<file path="config.mk">
export PLATFORM = sky130hd
export DESIGN_NAME = q2_plus_alu
export DESIGN_NICKNAME = d
export VERILOG_FILES = /design/src/rtl/q2_plus_alu_pkg.sv /design/src/rtl/q2_plus_addsub.sv /design/src/rtl/q2_plus_alu.sv
export SDC_FILE = /design/constraint.sdc
export NUM_CORES = 1
export LEC_CHECK = 0
export ABC_CLOCK_PERIOD_IN_PS = 11600
export CAP_MARGIN = 10
export CORE_ASPECT_RATIO = 1.25
export CORE_MARGIN = 2
export CORE_UTILIZATION = 35
export CTS_CLUSTER_SIZE = 8
export DETAILED_ROUTE_END_ITERATION = 6
export SLEW_MARGIN = 15
export SYNTH_ARGS = -nofsm -noshare
export SYNTH_HDL_FRONTEND = slang
export SYNTH_SLANG_ARGS = --single-unit
</file>
<file path="constraint.sdc">
create_clock -name clk -period 11.6 [get_ports clk]
set_input_delay 1.16 -clock clk [delete_from_list [all_inputs] [get_ports clk]]
set_output_delay 1.16 -clock clk [all_outputs]
set_load 0.02 [all_outputs]
</file>
<file path="src/rtl/q2_plus_alu_pkg.sv">
// q2_plus_alu_pkg: shared definitions for the q2_plus compute-stage ALU.
//   DEF_WIDTH        default operand/result width
//   OPC_ADD..OPC_ASR 3-bit operation codes driven on q2_plus_alu.opc
package q2_plus_alu_pkg;

   localparam int unsigned DEF_WIDTH = 16;

   localparam logic [2:0] OPC_ADD = 3'b000;
   localparam logic [2:0] OPC_SUB = 3'b001;
   localparam logic [2:0] OPC_AND = 3'b010;
   localparam logic [2:0] OPC_OR  = 3'b011;
   localparam logic [2:0] OPC_NOT = 3'b100;
   localparam logic [2:0] OPC_XOR = 3'b101;
   localparam logic [2:0] OPC_SHL = 3'b110;
   localparam logic [2:0] OPC_ASR = 3'b111;

endpackage

</file>
<file path="src/rtl/q2_plus_addsub.sv">
// q2_plus_addsub: WIDTH-bit ripple adder shared by ADD and SUB.
//   a, b   in   WIDTH  operands
//   cin    in   1      carry-in (ADD) / borrow-in (SUB)
//   sub    in   1      1: sum = a + ~b + ~cin (i.e. a - b - cin)
//   sum    out  WIDTH  result modulo 2^WIDTH
//   carry  out  1      carry out of the MSB (inverse of borrow when sub=1)
//   ovf    out  1      signed overflow
module q2_plus_addsub #(
   parameter int unsigned WIDTH = 16
) (
   input  logic [WIDTH-1:0] a,
   input  logic [WIDTH-1:0] b,
   input  logic             cin,
   input  logic             sub,
   output logic [WIDTH-1:0] sum,
   output logic             carry,
   output logic             ovf
);

   always_comb begin
      logic [WIDTH-1:0] bb;
      logic [WIDTH:0]   c;
      bb   = sub ? ~b : b;
      c    = '0;
      c[0] = sub ? ~cin : cin;
      sum  = '0;
      for (int unsigned i = 0; i < WIDTH; i++) begin
         sum[i]   = a[i] ^ bb[i] ^ c[i];
         c[i+1]   = (a[i] & bb[i]) | (c[i] & (a[i] ^ bb[i]));
      end
      carry = c[WIDTH];
      // Signed overflow: carry into the sign bit differs from carry out of it.
      ovf   = c[WIDTH] ^ c[WIDTH-1];
   end

endmodule

</file>
<file path="src/rtl/q2_plus_alu.sv">
// q2_plus_alu: 16-bit, 8-function ALU with registered result and flags.
//   clk    in   1      rising-edge clock
//   rst_n  in   1      synchronous active-low reset
//   opc    in   3      operation select (OPC_* in q2_plus_alu_pkg)
//   ina    in   WIDTH  operand A
//   inb    in   WIDTH  operand B
//   inc    in   1      carry/borrow/shift-in bit
//   w      out  WIDTH  registered result (one-cycle latency)
//   zer    out  1      registered, 1 when w == 0
//   neg    out  1      registered, w[WIDTH-1]
//   cout   out  1      carry/borrow/shifted-out bit (Q2_PLUS_ALU_COUT_EN only)
//   ovf    out  1      signed overflow for ADD/SUB (Q2_PLUS_ALU_COUT_EN only)
// Macro Q2_PLUS_ALU_COUT_EN adds the cout/ovf ports.
module q2_plus_alu
   import q2_plus_alu_pkg::*;
#(
   parameter int unsigned WIDTH = DEF_WIDTH
) (
   input  logic             clk,
   input  logic             rst_n,
   input  logic [2:0]       opc,
   input  logic [WIDTH-1:0] ina,
   input  logic [WIDTH-1:0] inb,
   input  logic             inc,
   output logic [WIDTH-1:0] w,
   output logic             zer,
   output logic             neg
`ifdef Q2_PLUS_ALU_COUT_EN
   ,
   output logic             cout,
   output logic             ovf
`endif
);

   logic [WIDTH-1:0] as_sum;
   logic             as_carry;
   logic             as_ovf;
   logic [WIDTH-1:0] w_next;

   q2_plus_addsub #(.WIDTH(WIDTH)) u_addsub (
      .a     (ina),
      .b     (inb),
      .cin   (inc),
      .sub   (opc == OPC_SUB),
      .sum   (as_sum),
      .carry (as_carry),
      .ovf   (as_ovf)
   );

   always_comb begin
      w_next = '0;
      case (opc)
         OPC_ADD, OPC_SUB: w_next = as_sum;
         OPC_AND:          w_next = ina & inb;
         OPC_OR:           w_next = ina | inb;
         OPC_NOT:          w_next = ~ina;
         OPC_XOR:          w_next = ina ^ inb;
         OPC_SHL:          w_next = {ina[WIDTH-2:0], inc};
         OPC_ASR:          w_next = {ina[WIDTH-1], ina[WIDTH-1:1]};
         default:          w_next = '0;
      endcase
   end

   // Flags are computed from the same value loaded into w, so they can never lag it.
   always_ff @(posedge clk) begin
      if (!rst_n) begin
         w   <= '0;
         zer <= 1'b1;
         neg <= 1'b0;
      end else begin
         w   <= w_next;
         zer <= ~|w_next;
         neg <= w_next[WIDTH-1];
      end
   end

`ifdef Q2_PLUS_ALU_COUT_EN
   logic cout_next;
   logic ovf_next;

   always_comb begin
      cout_next = 1'b0;
      ovf_next  = 1'b0;
      case (opc)
         OPC_ADD: begin
            cout_next = as_carry;
            ovf_next  = as_ovf;
         end
         // Adder carry-out of a + ~b + ~cin is the inverse of the borrow.
         OPC_SUB: begin
            cout_next = ~as_carry;
            ovf_next  = as_ovf;
         end
         OPC_SHL: cout_next = ina[WIDTH-1];
         OPC_ASR: cout_next = ina[0];
         default: cout_next = 1'b0;
      endcase
   end

   always_ff @(posedge clk) begin
      if (!rst_n) begin
         cout <= 1'b0;
         ovf  <= 1'b0;
      end else begin
         cout <= cout_next;
         ovf  <= ovf_next;
      end
   end
`else
   logic unused_flags;
   assign unused_flags = as_carry ^ as_ovf;
`endif

endmodule

</file>
# ---- Yosys cells after proc, flatten, opt, wreduce, memory -nomap -nowiden
# Index checks and enable logic that the tools add are counted.
dict set report word_totals {
  out_inout_bits 18
  elab_cells 100
  inputBits 38
  reg_bits 18
}
dict set report op_classes {
  bitwise 83
  reduce_logical 4
  n_eq_ne 7
  mux 3
}
# operator n
set op_table {}
lappend op_table {{16-bit case mux with 7 select lines} 1}
lappend op_table {{16-bit inverter} 2}
lappend op_table {{1-bit XOR} 32}
lappend op_table {{1-bit bitwise AND} 30}
lappend op_table {{16-bit bitwise AND} 1}
lappend op_table {{16-bit 2-to-1 mux} 1}
lappend op_table {{16-bit bitwise OR} 1}
lappend op_table {{16-bit OR reduction} 1}
lappend op_table {{16-bit XOR} 1}
lappend op_table {{1-bit bitwise OR} 15}
lappend op_table {{3-bit == test, second input constant} 4}
lappend op_table {{3-bit by 2-bit == test with 1-bit output, second input constant} 2}
lappend op_table {{3-bit by 1-bit == test with 1-bit output, second input constant} 1}
lappend op_table {{3-bit logical NOT} 1}
lappend op_table {{2-bit OR reduction} 1}
lappend op_table {{1-bit logical NOT} 1}
lappend op_table {{1-bit 2-to-1 mux} 1}
lappend op_table {{1-bit inverter} 1}

# ---- Depth between registers and ports, before layout
dict set report depth {
  depth_word 37
  depth_mapped 30
  depth_no_buf 28
}

# ---- By module
# From an unflattened synthesis, not the netlist that was laid out.
dict set report hier_totals {
  cells_unflattened 336
  hier_area_um2 2752.6
}
# module cells_each seq_area_each_um2 area_each_um2 n_inst
set by_module_without_submodules {}
lappend by_module_without_submodules {q2_plus_alu 269 340.3 2127.0 1}
lappend by_module_without_submodules {q2_plus_addsub 67 0.0 625.6 1}

# ---- Least setup slack after synthesis
# OpenSTA, ideal clock, no wires.
dict set report synth_path {
  path_type {input -> register}
  start {in opc[0]}
  end {reg zer}
  arrival_ns 8.838
  cell_stages 30
  n_path_buf 2
  setup_ns 0.096
  setup_slack_ns 2.667
  t_required_ns 11.504
  cell_sequence {buf_6 > buf_2 > clkinv_1 > nor3_4 > xnor2_1 > fa_1 > inv_1 > fa_1 > inv_1 > fa_1 > fa_1 > fa_1 > fa_1 > fa_1 > fa_1 > fa_1 > fa_1 > fa_1 > fa_1 > inv_1 > fa_1 > inv_1 > fa_1 > fa_1 > xor2_1 > xnor2_1 > nand2_1 > a21boi_1 > nand4_1 > o41ai_2}
}
dict set report synth_between {
  elab_chain_len 37
  elab_cells_between_ends 91
  cone_classes {eq/ne (7); mux (3); bitwise (77); reduce/logical (4)}
}
# item line_no
set synth_rtl {}
lappend synth_rtl {{start: declaration} q2_plus_alu.sv:21} ;# input logic [2:0] opc,
lappend synth_rtl {{3-bit by 1-bit == test with 1-bit output} {q2_plus_alu.sv:44, q2_plus_alu.sv:52}}
lappend synth_rtl {{16-bit 2-to-1 mux} q2_plus_addsub.sv:23} ;# bb = sub ? ~b : b;
lappend synth_rtl {{1-bit XOR} {q2_plus_addsub.sv:28, q2_plus_addsub.sv:29}}
lappend synth_rtl {{1-bit bitwise AND} q2_plus_addsub.sv:29} ;# c[i+1] = (a[i] & bb[i]) | (c[i] & (a[i] ^ bb[i]));
lappend synth_rtl {{1-bit bitwise OR} q2_plus_addsub.sv:29}
lappend synth_rtl {{1-bit bitwise AND} q2_plus_addsub.sv:29}
lappend synth_rtl {{1-bit bitwise OR} q2_plus_addsub.sv:29}
lappend synth_rtl {{1-bit bitwise AND} q2_plus_addsub.sv:29}
lappend synth_rtl {{(+21 left out)} n/a}
lappend synth_rtl {{1-bit bitwise AND} q2_plus_addsub.sv:29}
lappend synth_rtl {{1-bit bitwise OR} q2_plus_addsub.sv:29}
lappend synth_rtl {{1-bit bitwise AND} q2_plus_addsub.sv:29}
lappend synth_rtl {{1-bit bitwise OR} q2_plus_addsub.sv:29}
lappend synth_rtl {{1-bit XOR} q2_plus_addsub.sv:28} ;# sum[i] = a[i] ^ bb[i] ^ c[i];
lappend synth_rtl {{16-bit case mux with 7 select lines (*)} q2_plus_alu.sv:52} ;# case (opc)
lappend synth_rtl {{16-bit OR reduction (*)} q2_plus_alu.sv:72} ;# zer <= ~|w_next;
lappend synth_rtl {{1-bit logical NOT (*)} q2_plus_alu.sv:72}
lappend synth_rtl {{end signal: assignment} q2_plus_alu.sv:72}
lappend synth_rtl {{end: declaration} q2_plus_alu.sv:26} ;# output logic zer,
# Every way passes the cells marked *; elsewhere a longest branch is shown, timed or not.
# A chain may end at the register's enable or synchronous reset.

# ---- Worst setup path after layout
dict set report layout_path {
  start {in opc[1]}
  end {reg zer}
}
# The elaborated chain is that of the path after synthesis.

==> flow_metrics.env <==
export IMPL_synth_area_top_cells="ha_1, dfxtp_1, fa_1"
export IMPL_synth_common_cells="inv_1, nor2_1, ha_1, a21oi_1, nand2_1"
export IMPL_hold_class="input port to register"
export IMPL_period_needed_ns=9.25
export IMPL_num_vias=2241
export IMPL_setup_violations=0
export IMPL_p_leak_nw=1.38
export IMPL_fin_setup_tns_ns=0
export IMPL_cp_slowest_cell="clkdlybuf4s50_1"
export IMPL_cp_arrival_ns=9.41
export IMPL_synth_avg_cell_area_sq_um=8.17
export IMPL_htreeDepth=1
export IMPL_io_buffers=55
export IMPL_whs_path_depth=2
export IMPL_fin_area_sq_um=3150
export IMPL_critical_path_class="input port to register"
export IMPL_period_share=0.798
export IMPL_numCtsBuffers=3
export IMPL_crit_path_max_fanout=42
export IMPL_cts_sinks=17
export IMPL_drive_above_1_share=0.0670
export IMPL_root_buffer="clkbuf_8"
export IMPL_cellPowerDensity_nw_per_um2=74.0
export IMPL_worstHoldStart="rst_n"
export IMPL_vias_per_cell=5.00
export IMPL_hpwl_mm=4.82
export IMPL_ys_flop_type="dfxtp_1"
export IMPL_seq_area_frac_synth=0.133
export IMPL_place_gp_congestion=0.816
export IMPL_synthArstFlopShare=0
export IMPL_overflow=0
export IMPL_cts_setup_buffers=0
export IMPL_ir_worst_vdd_mv=0.0560
export IMPL_syn_to_final_growth_pct=22.8
export IMPL_first_iter_violations=107
export IMPL_cts_tree="done"
export IMPL_grtUsageTotal=0.156
export IMPL_netlist_area_sq_um=2560
export IMPL_tightest_slew_ns=0.608
export IMPL_rsz0062_at_grt="false"
export IMPL_first_pass_iters=5
export IMPL_crit_path_start_kind="input port"
export IMPL_cts_resized=0
export IMPL_rows=34
export IMPL_synth_edf_count=0
export IMPL_finalNetCount=444
export IMPL_antenna_found_initial=0
export IMPL_whs_endpoint="zer"
export IMPL_clock_path_buffers=2
export IMPL_syn_inst=314
export IMPL_num_antenna_cells=0
export IMPL_die_w_um=80.6
export IMPL_fp_dieArea_sq_um=8030
export IMPL_wirelength_mm=6.04
export IMPL_drv_cap=0
export IMPL_start_util=0.365
export IMPL_ant_nets=0
export IMPL_grt_max_degree=54
export IMPL_ctsHoldBuffers=0
export IMPL_crit_required_ns=11.76
export IMPL_drc_errors=0
export IMPL_synth_top_area_cell="ha_1"
export IMPL_fin_ws_ns=2.35
export IMPL_cpPeakStageDelay_ns=0.45
export IMPL_synthesis_nets=399
export IMPL_ios=56
export IMPL_core_sq_um=7020
export IMPL_ys_seq_elements=17
export IMPL_avgRoutedWirePerCell_um=13.5
export IMPL_end_kind="register"
export IMPL_synth_cell_types=56
export IMPL_die_y_um=99.7
export IMPL_grt_pass1_wl_mm=10.1
export IMPL_yosysWarnings=0
export IMPL_clk_pin_slew_worst_paths_ns=0.06
export IMPL_synth_top_area_share=0.156
export IMPL_relSlewSlack=0.593
export IMPL_status="finished clean"
export IMPL_drv_slew=0
export IMPL_finalHoldViolCount=0
export IMPL_place_ws_ns=2.05
export IMPL_max_freq_mhz=108
export IMPL_placed_cell_area_sq_um=3100
export IMPL_synth_most_common_cell="inv_1"
export IMPL_path_common_cell="fa_1"
export IMPL_first_global_vias=2171
how the worst max path moves through the flow:
| stage | from | endpoint | slack [ns] | cells past startpoint |
|---|---|---|---|---|
| floorplan | opc[0] | zer | 2.67 | 30 |
| global placement | opc[1] | zer | 2.18 | 29 |
| detailed placement | opc[1] | zer | 2.05 | 29 |
| CTS | opc[1] | zer | 2.31 | 29 |
| global route | opc[2] | zer | 1.90 | 29 |
| finish | opc[1] | zer | 2.35 | 29 |
power by group:
group	internal, mW	total (mW)	switching (mW)
clock	0.0243	0.0415	0.0172
sequential	0.0645	0.0659	0.00140
combinational	0.0591	0.126	0.0665
registers in the layout (all words and copies together), names as in the netlist:
signal / cells
zer: 1
w: 16
final cells by class:
type	instances	area [sq um]
multi-input cells	237	1920
clock buffers	4	45.0
well taps	90	113
fillers	726	3870
inverters	41	154
flip-flops and latches	17	340
repair buffers	59	576
layout by cell type (no fill, tap or decap), types with 2 or more instances in the layout:
master	count
and2_1	4
dfxtp_1	17
o31ai_2	2
o211ai_1	3
nand2b_1	11
o22ai_1	5
a211oi_1	2
ha_1	32
xnor2_1	18
nand2_1	24
clkdlybuf4s50_1	54
nor3b_1	2
a21oi_1	26
clkbuf_8	3
nor2_1	35
mux2i_1	7
o21ai_1	3
nor2b_1	3
o21ai_0	6
mux4_2	2
mux2_2	2
or2_1	3
inv_1	39
buf_4	4
fa_1	15
nand3_1	3
a221oi_1	3
a31oi_1	3
worst max-delay path, delay by kind of cell:
kind            cells  cell delay, ns
compound gates      2            0.48
xor+xnor            3            0.49
fa+ha+maj          15            5.81
buf+inv             6            1.11
simple gates        3            0.35
metal layers:
metal,share of wire,global-route usage
met4,0.022,0.0652
met3,0.039,0.00635
met1,0.45,0.206
met2,0.49,0.263
met5,0,0
kinds of logic (layout without fill, tap and decap cells):
kind of cell / count (synthesis) / in the layout / share of synthesized area
fa+ha+maj: 47 / 47 / 0.273
flops: 17 / 17 / 0.133
buf+inv: 60 / 104 / 0.118
xor+xnor: 19 / 19 / 0.0649
compound gates: 68 / 68 / 0.183
mux: 12 / 12 / 0.0580
simple gates: 91 / 91 / 0.170
per-stage QoR:
stage / util / std cells / power (mW) / hold slack, ns
2_1_floorplan: - / 314 / 0.149 / 1.22
4_1_cts: 0.449 / 448 / 0.235 / 1.56
3_3_place_gp: 0.442 / 444 / 0.192 / 1.81
3_5_place_dp: 0.442 / 444 / 0.193 / 1.81
6_report: 0.449 / 448 / 0.233 / 1.56
5_1_grt: 0.449 / 448 / 0.251 / 1.58
(Power assumes the default switching activity.)
